--- src/rtl/mult_div_pkg.sv ---
// Shared types and constants for the signed multiply/divide unit.
package mult_div_pkg;

    localparam int DATA_W     = 32;
    localparam int ITER_COUNT = 32;

    localparam logic MD_MULT = 1'b0;
    localparam logic MD_DIV  = 1'b1;

    typedef enum logic [1:0] {
        IDLE = 2'd0,
        CALC = 2'd1,
        FIX  = 2'd2,
        DONE = 2'd3
    } md_state_t;

    // Magnitude of a two's complement word; 0x80000000 maps to itself,
    // which is the correct unsigned magnitude.
    function automatic logic [DATA_W-1:0] abs32(input logic [DATA_W-1:0] v);
        return v[DATA_W-1] ? (~v + 1'b1) : v;
    endfunction

endpackage

--- src/rtl/mult_div_unit_if.sv ---
// Operand/result bundle between the pipeline controller and the mult/div unit.
interface mult_div_unit_if;
    import mult_div_pkg::*;

    logic              start;
    logic              MDCtrl;
    logic [DATA_W-1:0] A;
    logic [DATA_W-1:0] B;
    logic              HILOWrite;
    logic [DATA_W-1:0] Hi;
    logic [DATA_W-1:0] Lo;
    logic              busy;
    logic              done;
    logic              div0;

    modport master (
        output start, MDCtrl, A, B, HILOWrite,
        input  Hi, Lo, busy, done, div0
    );

    modport slave (
        input  start, MDCtrl, A, B, HILOWrite,
        output Hi, Lo, busy, done, div0
    );

endinterface

--- src/rtl/md_iter_step.sv ---
// One iteration of shift-add multiply or restoring divide on a 64-bit work word.
// MULT: work = {partial_hi, multiplier}; DIV: work = {remainder, dividend/quotient}.
module md_iter_step
    import mult_div_pkg::*;
(
    input  logic                  mode,
    input  logic [2*DATA_W-1:0]   work,
    input  logic [DATA_W-1:0]     operand,
    output logic [2*DATA_W-1:0]   result
);

    logic [DATA_W:0] add_sum;
    logic [DATA_W:0] trial;

    always_comb begin
        add_sum = {1'b0, work[2*DATA_W-1:DATA_W]}
                + (work[0] ? {1'b0, operand} : {(DATA_W+1){1'b0}});
        // Shifted remainder is 33 bits; bit 32 of the difference is the borrow.
        trial   = work[2*DATA_W-1:DATA_W-1] - {1'b0, operand};
        if (mode == MD_MULT) begin
            result = {add_sum, work[DATA_W-1:1]};
        end else if (!trial[DATA_W]) begin
            result = {trial[DATA_W-1:0], work[DATA_W-2:0], 1'b1};
        end else begin
            result = {work[2*DATA_W-2:0], 1'b0};
        end
    end

endmodule

--- src/rtl/mult_div_unit.sv ---
// Signed MULT/DIV unit with HI/LO registers, 34-cycle iterative datapath.
// Define MULT_DIV_FAST_MULT_EN for a single-cycle multiply (3-cycle MULT).
module mult_div_unit
    import mult_div_pkg::*;
(
    input  logic          clk,
    input  logic          reset,
    mult_div_unit_if.slave bus
);

    md_state_t             state_reg, state_next;
    logic [5:0]            cnt_reg, cnt_next;
    logic [2*DATA_W-1:0]   work_reg, work_next;
    logic [DATA_W-1:0]     op_reg, op_next;
    logic                  mode_reg, mode_next;
    logic                  sa_reg, sa_next;
    logic                  sb_reg, sb_next;
    logic [DATA_W-1:0]     res_hi_reg, res_hi_next;
    logic [DATA_W-1:0]     res_lo_reg, res_lo_next;
    logic [DATA_W-1:0]     hi_reg, hi_next;
    logic [DATA_W-1:0]     lo_reg, lo_next;
    logic [2*DATA_W-1:0]   step_work;
    logic [2*DATA_W-1:0]   neg_work;
    logic                  div0;

    assign div0 = (bus.MDCtrl == MD_DIV) && (bus.B == '0);

    md_iter_step u_step (
        .mode    (mode_reg),
        .work    (work_reg),
        .operand (op_reg),
        .result  (step_work)
    );

    assign neg_work = ~work_reg + 1'b1;

    always_ff @(posedge clk) begin
        if (reset) begin
            state_reg  <= IDLE;
            cnt_reg    <= '0;
            work_reg   <= '0;
            op_reg     <= '0;
            mode_reg   <= MD_MULT;
            sa_reg     <= 1'b0;
            sb_reg     <= 1'b0;
            res_hi_reg <= '0;
            res_lo_reg <= '0;
            hi_reg     <= '0;
            lo_reg     <= '0;
        end else begin
            state_reg  <= state_next;
            cnt_reg    <= cnt_next;
            work_reg   <= work_next;
            op_reg     <= op_next;
            mode_reg   <= mode_next;
            sa_reg     <= sa_next;
            sb_reg     <= sb_next;
            res_hi_reg <= res_hi_next;
            res_lo_reg <= res_lo_next;
            hi_reg     <= hi_next;
            lo_reg     <= lo_next;
        end
    end

    always_comb begin
        state_next  = state_reg;
        cnt_next    = cnt_reg;
        work_next   = work_reg;
        op_next     = op_reg;
        mode_next   = mode_reg;
        sa_next     = sa_reg;
        sb_next     = sb_reg;
        res_hi_next = res_hi_reg;
        res_lo_next = res_lo_reg;
        hi_next     = hi_reg;
        lo_next     = lo_reg;
        case (state_reg)
            IDLE: begin
                if (bus.HILOWrite) begin
                    hi_next = res_hi_reg;
                    lo_next = res_lo_reg;
                end
                if (bus.start && !div0) begin
                    state_next = CALC;
                    cnt_next   = '0;
                    work_next  = {{DATA_W{1'b0}}, abs32(bus.A)};
                    op_next    = abs32(bus.B);
                    mode_next  = bus.MDCtrl;
                    sa_next    = bus.A[DATA_W-1];
                    sb_next    = bus.B[DATA_W-1];
                end
            end
            CALC: begin
                work_next = step_work;
                cnt_next  = cnt_reg + 6'd1;
                if (cnt_reg == 6'(ITER_COUNT - 1)) begin
                    state_next = FIX;
                end
`ifdef MULT_DIV_FAST_MULT_EN
                if (mode_reg == MD_MULT) begin
                    work_next  = {{DATA_W{1'b0}}, work_reg[DATA_W-1:0]}
                               * {{DATA_W{1'b0}}, op_reg};
                    state_next = FIX;
                end
`endif
            end
            FIX: begin
                state_next = DONE;
                if (mode_reg == MD_MULT) begin
                    {res_hi_next, res_lo_next} = (sa_reg ^ sb_reg) ? neg_work : work_reg;
                end else begin
                    // Quotient truncates toward zero; remainder follows the dividend.
                    res_lo_next = (sa_reg ^ sb_reg) ? neg_work[DATA_W-1:0]
                                                    : work_reg[DATA_W-1:0];
                    res_hi_next = sa_reg ? (~work_reg[2*DATA_W-1:DATA_W] + 1'b1)
                                         : work_reg[2*DATA_W-1:DATA_W];
                end
            end
            DONE: begin
                state_next = IDLE;
            end
            default: begin
                state_next = IDLE;
            end
        endcase
    end

    assign bus.Hi   = hi_reg;
    assign bus.Lo   = lo_reg;
    assign bus.busy = (state_reg != IDLE);
    assign bus.done = (state_reg == DONE);
    assign bus.div0 = div0;

endmodule
--- src/flat_wrapper.sv ---
// flat-port wrapper written by rule: the top's interface ports become plain ports
module mult_div_unit_flat import mult_div_pkg::*;
  (clk, reset, bus_start, bus_MDCtrl, bus_A, bus_B, bus_HILOWrite, bus_Hi, bus_Lo, bus_busy, bus_done, bus_div0);
  mult_div_unit_if bus_i ();
  input  logic clk;
  input  logic reset;
  input wire logic [$bits(bus_i.start)-1:0] bus_start;
  input wire logic [$bits(bus_i.MDCtrl)-1:0] bus_MDCtrl;
  input wire logic [$bits(bus_i.A)-1:0] bus_A;
  input wire logic [$bits(bus_i.B)-1:0] bus_B;
  input wire logic [$bits(bus_i.HILOWrite)-1:0] bus_HILOWrite;
  output wire logic [$bits(bus_i.Hi)-1:0] bus_Hi;
  output wire logic [$bits(bus_i.Lo)-1:0] bus_Lo;
  output wire logic [$bits(bus_i.busy)-1:0] bus_busy;
  output wire logic [$bits(bus_i.done)-1:0] bus_done;
  output wire logic [$bits(bus_i.div0)-1:0] bus_div0;
  assign bus_i.start = bus_start;
  assign bus_i.MDCtrl = bus_MDCtrl;
  assign bus_i.A = bus_A;
  assign bus_i.B = bus_B;
  assign bus_i.HILOWrite = bus_HILOWrite;
  assign bus_Hi = bus_i.Hi;
  assign bus_Lo = bus_i.Lo;
  assign bus_busy = bus_i.busy;
  assign bus_done = bus_i.done;
  assign bus_div0 = bus_i.div0;
  mult_div_unit u_core (.clk(clk), .reset(reset), .bus(bus_i));
endmodule
--- config.mk ---
export PLATFORM = sky130hd
export DESIGN_NAME = mult_div_unit_flat
export DESIGN_NICKNAME = d
export VERILOG_FILES = /design/src/rtl/mult_div_pkg.sv /design/src/rtl/mult_div_unit_if.sv /design/src/rtl/md_iter_step.sv /design/src/rtl/mult_div_unit.sv /design/src/flat_wrapper.sv
export SDC_FILE = /design/constraint.sdc
export NUM_CORES = 1
export LEC_CHECK = 0
export BUFFER_PORTS_ARGS = -buffer_cell sky130_fd_sc_hd__buf_2
export CAP_MARGIN = 40
export CORE_MARGIN = 3
export CORE_UTILIZATION = 37
export CTS_CLUSTER_DIAMETER = 40
export DETAILED_ROUTE_END_ITERATION = 8
export GPL_ROUTABILITY_DRIVEN = 1
export GPL_TIMING_DRIVEN = 0
export SLEW_MARGIN = 10
export SYNTH_ARGS = -nofsm -noshare
export SYNTH_HDL_FRONTEND = slang
export SYNTH_HIERARCHICAL = 1
export SYNTH_SLANG_ARGS = --single-unit
--- constraint.sdc ---
create_clock -name clk -period 5.85 [get_ports clk]
set_input_delay 0.585 -clock clk [delete_from_list [all_inputs] [get_ports clk]]
set_output_delay 0.585 -clock clk [all_outputs]
set_load 0.005 [all_outputs]
==> results of run 1 <==
==> how the worst max path moves through the flow <==
| stage | startpoint | end | slack [ps] | cells after the start |
|---|---|---|---|---|
| 3_3_place_gp | u_core/work_reg[0] | u_core/work_reg[63] | 1610 | 14 |
| 3_5_place_dp | u_core/work_reg[0] | u_core/work_reg[63] | 1580 | 14 |
| 4_1_cts | u_core/work_reg[0] | u_core/work_reg[63] | 1620 | 14 |
| 6_report | u_core/work_reg[0] | u_core/work_reg[63] | 1570 | 14 |
| 2_1_floorplan | u_core/work_reg[0] | u_core/work_reg[63] | 2530 | 14 |
| 5_1_grt | u_core/work_reg[0] | u_core/work_reg[63] | 1420 | 14 |
==> per-layer routing <==
metal	up-vias	track usage, %	wire length [um]
met4	0	6.78	1530
met2	551	37.5	25000
met1	7773	31.1	25300
met5	-	0	0
met3	118	3.65	3710
li1	8006	-	-
==> placed cells by master, fill, tap and decap left out, types with 11 or more instances in the layout <==
master,count
nand2_1,276
dfxtp_1,235
a21oi_1,200
nor2_1,164
buf_2,151
clkbuf_1,103
o21ai_0,84
xor2_1,79
xnor2_1,79
ha_1,74
a211oi_1,73
inv_1,63
clkbuf_16,44
and2_1,37
a22o_1,36
nor3_1,35
nand3_1,35
o211ai_1,34
a21o_1,34
nand2b_1,33
mux2_2,33
o31ai_1,31
o41ai_1,27
a31oi_1,23
nor4_1,19
or4_1,17
or3_1,17
nand4_1,16
mux2i_1,14
and3_1,13
inv_6,11
or2_2,11
==> logic make-up after synthesis <==
group,count (synthesis),synth area share (%)
xor gates and xnor gates,158,8.46
muxes,48,3.20
DFF,235,28.8
buffers and inverters,197,5.06
and+or+nand+nor,711,20.5
AOI/OAI and AO/OA,676,28.1
adders and majority gates,76,5.90
==> area by class of cell <==
class / instances / area (um^2) / share of cell area (%)
tap: 585 / 732 / 3.82
sequential: 235 / 4700 / 24.5
buffer: 132 / 584 / 3.05
inverter: 65 / 244 / 1.27
multi-input combinational: 1669 / 10800 / 56.4
timing repair buffer: 134 / 671 / 3.50
clock inverter: 27 / 272 / 1.42
clock buffer: 51 / 1150 / 5.98
==> power breakdown <==
group	total, mW	internal (mW)	switching (mW)
Sequential	2.47	1.98	0.493
Clock	2.43	1.52	0.909
Combinational	4.24	1.58	2.66
==> stage by stage <==
stage	setup WS, ps	utilization [%]	area (um^2)
after CTS	1620	44.2	19200
after global placement	1610	40.9	17800
after global routing	1420	44.2	19200
final	1570	44.2	19200
after detailed placement	1580	41.0	17800
after floorplan	2530	-	16400
==> critical path: stages (launching register included) <==
cell	delay, ps
dfxtp_1	540
clkbuf_1	360
and2_1	230
ha_1	240
fa_1	450
a211oi_2	300
o21a_1	190
o21bai_1	120
a2111oi_2	560
nor3_1	170
o41ai_2	330
nor2_1	90
a2111oi_0	310
a21oi_1	80
a22o_1	220
==> flow_summary.json, run 1 <==
{
  "status": "completed",
  "drc": 0,
  "n_antenna_cell": 0,
  "routed_wl_mm": 55.5,
  "grt_first_pass_wirelength_mm": 86.2,
  "hold_path_end": "u_core/op_reg[15]",
  "timing.final.crit_share_pct": 73.1,
  "syn-num-nets": 2246,
  "antenna_left": 0,
  "hp-class": "in -> reg",
  "timing.fmax_mhz": 234,
  "synth_edf_count": 0,
  "finalSetupViolCount": 0,
  "area_delta_synth_final_pct": 17.2,
  "htree_levels": 2,
  "synth_area_um2": 16400,
  "fin_tns_setup_ps": 0,
  "pwr_density_cell_nw_per_um2": 476,
  "clock_sinks": 235,
  "path_class": "reg -> reg",
  "path_clk_slew_ps": 50,
  "die-area_um2": 46800,
  "synth_commonest_cells": "nand2_1 (276), dfxtp_1 (235), a21oi_1 (200)",
  "drv_cap": 0,
  "dp_cells": 2820,
  "dp_hpwl_mm": 44.0,
  "grt_pass1_vias": 15600,
  "grt_usage_pct": 22.9,
  "cts_root_buf": "clkbuf_16",
  "hp-start": "bus_B[15]",
  "io_pins": 136,
  "drv_slew": 0,
  "synth-main-ff-cell": "dfxtp_1",
  "required_ps": 6300,
  "fillers": 4545,
  "coreArea_um2": 43400,
  "ys_seq_elements": 235,
  "yosys_warnings": 6,
  "peakVddDrop_uv": 232,
  "vias": 16400,
  "yosysMostFrequentCell": "nand2_1",
  "rsz0062_at_grt": "false",
  "seq_area_frac_synth_pct": 28.8,
  "synth.avg_cell_area_um2": 7.79,
  "endpoint_kind": "register",
  "largest_reg_flops": 64,
  "numPortBuffers": 132,
  "synth-async-reset-ratio_pct": 0,
  "drt_iter0_drc": 1288,
  "r2r_cells": 14,
  "rrSetupSlack_ps": 1570,
  "netlist_instances": 2101,
  "yosys.area.top_type": "dfxtp_1",
  "fin_cells": 2898,
  "holdPathStages": 3,
  "clk_latency_ps": 570,
  "cp.arrival_ps": 4730,
  "cts_buffers": 43,
  "slew_headroom_pct": 37.8,
  "cts_tree": "done",
  "reg2reg_from": "u_core/work_reg[0]",
  "critPathMaxFanout": 12,
  "antenna_found_initial": 1,
  "wl_per_cell_um": 19.2,
  "fin_hold_ws_ps": 351,
  "p_leak_nw": 7.66,
  "synth_top_area_share_pct": 28.8,
  "finClkSkew_ps": 43.7,
  "drive_above_1_share_pct": 13.7,
  "cts_resized": 0,
  "hold_violations": 0,
  "grt_max_degree": 13,
  "gp_congestion": 0.937,
  "dieHeight_um": 216,
  "min_period_ps": 4280,
  "grt_overflow": 0,
  "dieWidth_um": 216,
  "ys_types": 89,
  "clockBufferDepth": 3,
  "synth_area_leaders": "dfxtp_1 (29%), nand2_1 (6.3%), a21oi_1 (6.1%), ha_1 (5.7%), xnor2_1 (4.2%)",
  "placementRows": 76,
  "start_kind": "register",
  "tightestPinTransition_ps": 925,
  "start_util_pct": 37.7,
  "cts_setup_buffers": 0,
  "drtPass1Iterations": 5,
  "vias_per_cell": 5.68,
  "cts_hold_buffers": 0,
  "regToRegEndpoint": "u_core/work_reg[63]",
  "power_mw": 9.14,
  "nets": 2425
}
Power figures use the tool's default switching activity.
==> inputs of run 2 (changes only) <==
clock period = 3.95 ns   (was 5.85 ns; I/O delays follow)
==> run 2 against run 1 <==
Net effect:
- global-route usage unchanged
- maximum frequency up 13%
- critical path depth up 1
- first-iteration DRC count up 7.8%
- clock-buffer cell count unchanged
- setup slack worse by 1400 ps
- die area unchanged
- cell count about the same
- core utilization up 0.078 points
- flip-flop and latch count unchanged
==> flow_summary.json, run 2 (synthesis results as in run 1) <==
{
  "drv_cap": 0,
  "cts_root_buf": "clkbuf_16",
  "placementRows": 76,
  "slew_headroom_pct": 36.3,
  "worst_slack_ps": 175,
  "gp_congestion": 0.937,
  "finalSetupViolCount": 0,
  "io_pins": 136,
  "drv_slew": 0,
  "fin_cells": 2899,
  "grt_usage_pct": 22.9,
  "dieWidth_um": 216,
  "drt_iter0_drc": 1389,
  "path_class": "reg -> reg",
  "fin_hold_ws_ps": 160,
  "cp.arrival_ps": 4230,
  "htree_levels": 2,
  "power_mw": 13.5,
  "drc": 0,
  "fillers": 4541,
  "clk_latency_ps": 570,
  "drive_above_1_share_pct": 13.8,
  "drtPass1Iterations": 5,
  "start_kind": "register",
  "coreArea_um2": 43400,
  "cts_buffers": 43,
  "dieHeight_um": 216,
  "dp_slack_ps": -321,
  "hp-class": "in -> reg",
  "mostFrequentLayoutCells": "nand2_1 (276), dfxtp_1 (234), a21oi_1 (200), nor2_1 (164), buf_2 (151)",
  "vias_per_cell": 5.68,
  "die-area_um2": 46800,
  "peakVddDrop_uv": 342,
  "largest_reg_flops": 64,
  "dp_hpwl_mm": 44.0,
  "vias": 16500,
  "finClkSkew_ps": 44.1,
  "nets": 2426,
  "path_clk_slew_ps": 50,
  "fin_tns_setup_ps": 0,
  "n_antenna_cell": 0,
  "antenna_left": 0,
  "wl_per_cell_um": 19.2,
  "start_util_pct": 37.7,
  "hold_violations": 0,
  "rsz0062_at_grt": "false",
  "clockBufferDepth": 3,
  "status": "completed",
  "p_leak_nw": 7.67,
  "layout_commonest_cell": "nand2_1",
  "endpoint_kind": "register",
  "critPathMaxFanout": 12,
  "tightestPinTransition_ps": 947,
  "grt_pass1_vias": 15600,
  "clock_sinks": 235,
  "cts_tree": "done",
  "fin_util_pct": 44.3,
  "postPlaceCellArea_um2": 17800,
  "timing.final.crit_share_pct": 95.6,
  "required_ps": 4410,
  "cts_hold_buffers": 0,
  "area_delta_synth_final_pct": 17.5,
  "timing.fmax_mhz": 265,
  "fin_area_um2": 19200,
  "dp_cells": 2820,
  "min_period_ps": 3780,
  "pwr_density_cell_nw_per_um2": 705,
  "grt_first_pass_wirelength_mm": 86.3,
  "antenna_found_initial": 1,
  "numPortBuffers": 132,
  "grt_overflow": 0,
  "routed_wl_mm": 55.6,
  "grt_max_degree": 13
}
==> run 2: timing repair <==
| item | CTS | global route |
|---|---|---|
| pin swaps | 0 | 2 |
| resized for setup | 3 | 5 |
| buffers inserted | 0 | 1 |
| endpoints found under the setup margin | 4 | 1 |
==> run 2: worst paths after layout <==
kind	from	endpoint	slack (ps)	cells past startpoint
setup / recovery	u_core/work_reg[0]	u_core/work_reg[61]	170	15
hold / removal	bus_B[15]	u_core/op_reg[15]	160	3
hold reg to reg	u_core/bus.Hi[14]	u_core/bus.Hi[14]	450	2
setup reg to reg	u_core/work_reg[0]	u_core/work_reg[61]	170	15
==> run 2: where the power goes <==
group,internal [mW],total [mW],switching (mW)
Combinational,2.34,6.28,3.94
Sequential,2.94,3.67,0.729
Clock,2.25,3.60,1.35
Total,7.53,13.5,6.02
==> run 2: area by class of cell <==
| class | count | area [um^2] | area share, % |
|---|---|---|---|
| multi-input combinational | 1669 | 10800 | 56.4 |
| tap | 585 | 732 | 3.81 |
| timing repair buffer | 135 | 678 | 3.53 |
| inverter | 65 | 244 | 1.27 |
| sequential | 235 | 4710 | 24.5 |
| clock inverter | 27 | 272 | 1.41 |
| buffer | 132 | 588 | 3.06 |
| clock buffer | 51 | 1150 | 5.97 |
==> run 2: routing by layer <==
layer,track usage (%),wire length [um]
met1,31.1,25300
met4,6.76,1480
met5,0,0
met2,37.5,25000
met3,3.65,3720
==> run 2: critical path, cell delays in order (launching register included) <==
cell and delay [ps]:
dfxtp_4 410, clkbuf_4 220, and2_1 160, ha_1 240
fa_1 450, a211oi_2 290, o21a_1 190, o21bai_1 150
a2111oi_4 410, nor3_1 150, o41ai_2 420, buf_4 170
xnor2_1 50, o21ai_1 110, a21oi_1 50, a22o_1 210
==> inputs of run 3 (changes only) <==
CORE_UTILIZATION = 61   (was 37)
GPL_ROUTABILITY_DRIVEN = 0   (was 1)
PLACE_DENSITY = 0.81   (was default)
==> run 3 against run 2 <==
Net effect:
- cell count decreased by 9.2%
- final area is 2.8% lower
- maximum frequency fell by 0.70%
- largest cell class unchanged
- critical path depth unchanged
- wire length is 10% lower
- register-to-register slack got worse by 30 ps
==> flow_summary.json, run 3 (synthesis results as in run 1) <==
{
  "drv_cap": 0,
  "dp_hpwl_mm": 38.6,
  "start_util_pct": 62.4,
  "fin_util_pct": 71.2,
  "grt_pass1_vias": 15400,
  "layout_commonest_cell": "nand2_1",
  "path_class": "reg -> reg",
  "numPortBuffers": 132,
  "timing.final.crit_share_pct": 96.3,
  "timing.fmax_mhz": 263,
  "fin_cells": 2632,
  "vias": 16800,
  "clock_sinks": 235,
  "nets": 2416,
  "peakVddDrop_uv": 357,
  "mostFrequentLayoutCells": "nand2_1 (276), dfxtp_1 (234), a21oi_1 (200), nor2_1 (164), buf_2 (151)",
  "area_delta_synth_final_pct": 14.1,
  "placementRows": 59,
  "wl_met2_mm": 21.4,
  "die-area_um2": 28800,
  "path_clk_slew_ps": 60,
  "p_sw_share_pct": 44.6,
  "wl_met3_mm": 5.62,
  "dp_slack_ps": -210,
  "dieHeight_um": 170,
  "status": "completed",
  "finalSetupViolCount": 0,
  "worst_slack_ps": 148,
  "crit_path_top_delay_cell": "fa_1",
  "fin_area_um2": 18700,
  "hold_violations": 0,
  "drive_above_1_share_pct": 13.4,
  "slew_headroom_pct": 35.4,
  "topRoutingLayerUsed": "met4",
  "routed_wl_mm": 49.9,
  "drc": 0,
  "pwr-share-clk_pct": 23.7,
  "finClkSkew_ps": 21.8,
  "antenna_found_initial": 0,
  "required_ps": 4410,
  "clk_latency_ps": 520,
  "cell_internal_pwr_mw": 7.20,
  "drv_slew": 0,
  "cp.buffers_inverters": 2,
  "p_leak_nw": 7.57,
  "n_antenna_cell": 0,
  "slowest_delay_ps": 440,
  "coreArea_um2": 26200,
  "grt_usage_pct": 32.9,
  "critical-path-top-delay-family": "compound AO/OA/AOI/OAI gates",
  "met1Wirelength_mm": 21.3,
  "wl_per_cell_um": 19.0,
  "rsz0062_at_grt": "false",
  "dp_cells": 2569,
  "path_cells": "buf_2, and2_1, ha_1, fa_1, a211oi_2, o21a_1, o21bai_1, a2111oi_4, nor3_2, o41ai_2, buf_4, xnor2_1, o21ai_1, a21oi_1, a22o_1",
  "grt_first_pass_wirelength_mm": 78.3,
  "clockBufferDepth": 3,
  "pwr_density_cell_nw_per_um2": 697,
  "grt_overflow": 0,
  "cts_hold_buffers": 0,
  "endpoint_kind": "register",
  "cts_buffers": 34,
  "combPwrFrac_pct": 48.2,
  "grt_max_degree": 14,
  "drt_iter0_drc": 1747,
  "cp.arrival_ps": 4260,
  "antenna_left": 0,
  "hp-class": "in -> reg",
  "htree_levels": 2,
  "drtPass1Iterations": 6,
  "dieWidth_um": 170,
  "power.switching_mw": 5.81,
  "tightestPinTransition_ps": 960,
  "critPathMaxFanout": 12,
  "largest_reg_flops": 64,
  "io_pins": 136,
  "start_kind": "register",
  "vias_per_cell": 6.37,
  "cts_root_buf": "clkbuf_16",
  "pwr-share-seq_pct": 28.1,
  "min_period_ps": 3800,
  "cts_tree": "done",
  "postPlaceCellArea_um2": 17400
}
run 3: changes by cell type in the layout (fill, tap and decap cells not counted), sizes merged:
cell,change
clkbuf,-11
clkinv,+3
bufinv,+1
inv,-7
clkinvlp,-3
run 3: repair_timing:
action / CTS / global route
setup endpoints to repair: 2 / 1
gates resized for setup: 3 / 5
buffers inserted: 0 / 1
gates cloned: 0 / 0
pin swaps: 0 / 3
run 3: per-layer routing:
metal / vias up / global-route usage, %
li1: 7990 / -
met1: 7707 / 45.8
met2: 939 / 51.3
met3: 127 / 7.24
met4: 0 / 9.92
met5: - / 0
run 3: per-stage QoR:
stage / power (mW) / hold slack (ps) / setup TNS (ps)
after floorplan: 7.96 / 425 / 0
after global placement: 9.51 / 436 / -104
after detailed placement: 9.69 / 444 / -228
after CTS: 12.8 / 203 / 0
after global routing: 13.7 / 216 / 0
final: 13.0 / 210 / 0
run 3: worst paths after layout:
path                      startpoint                  end  slack (ps)  depth (start not counted)
setup / recovery  u_core/work_reg[0]  u_core/work_reg[61]         150                         15
hold / removal             bus_B[20]    u_core/op_reg[20]         210                          3
setup reg to reg  u_core/work_reg[0]  u_core/work_reg[61]         150                         15
hold reg to reg    u_core/bus.Hi[13]    u_core/bus.Hi[13]         450                          2
run 3: layout make-up:
cell class / count / area, um^2
clock inverter: 21 / 253
inverter: 65 / 244
sequential: 235 / 4710
timing repair buffer: 134 / 673
fill: 2138 / 7540
buffer: 132 / 586
tap: 335 / 419
multi-input combinational: 1669 / 10900
clock buffer: 41 / 937
run 3: power groups by stage:
stage / clock (mW) / combinational (mW) / sequential [mW]
6_report: 3.08 / 6.27 / 3.66
2_1_floorplan: 0 / 4.59 / 3.37
5_1_grt: 3.20 / 6.82 / 3.70
3_5_place_dp: 0 / 6.04 / 3.64
4_1_cts: 3.10 / 6.09 / 3.60
3_3_place_gp: 0 / 5.89 / 3.61
run 3: worst reg2reg max path: cells and delay by family, from the launching register on:
kind,cells,cell delay (ps)
xor+xnor,1,110
compound gates,8,1880
buf+inv,2,390
flops,1,410
simple gates,2,290
fa+ha+maj,2,670
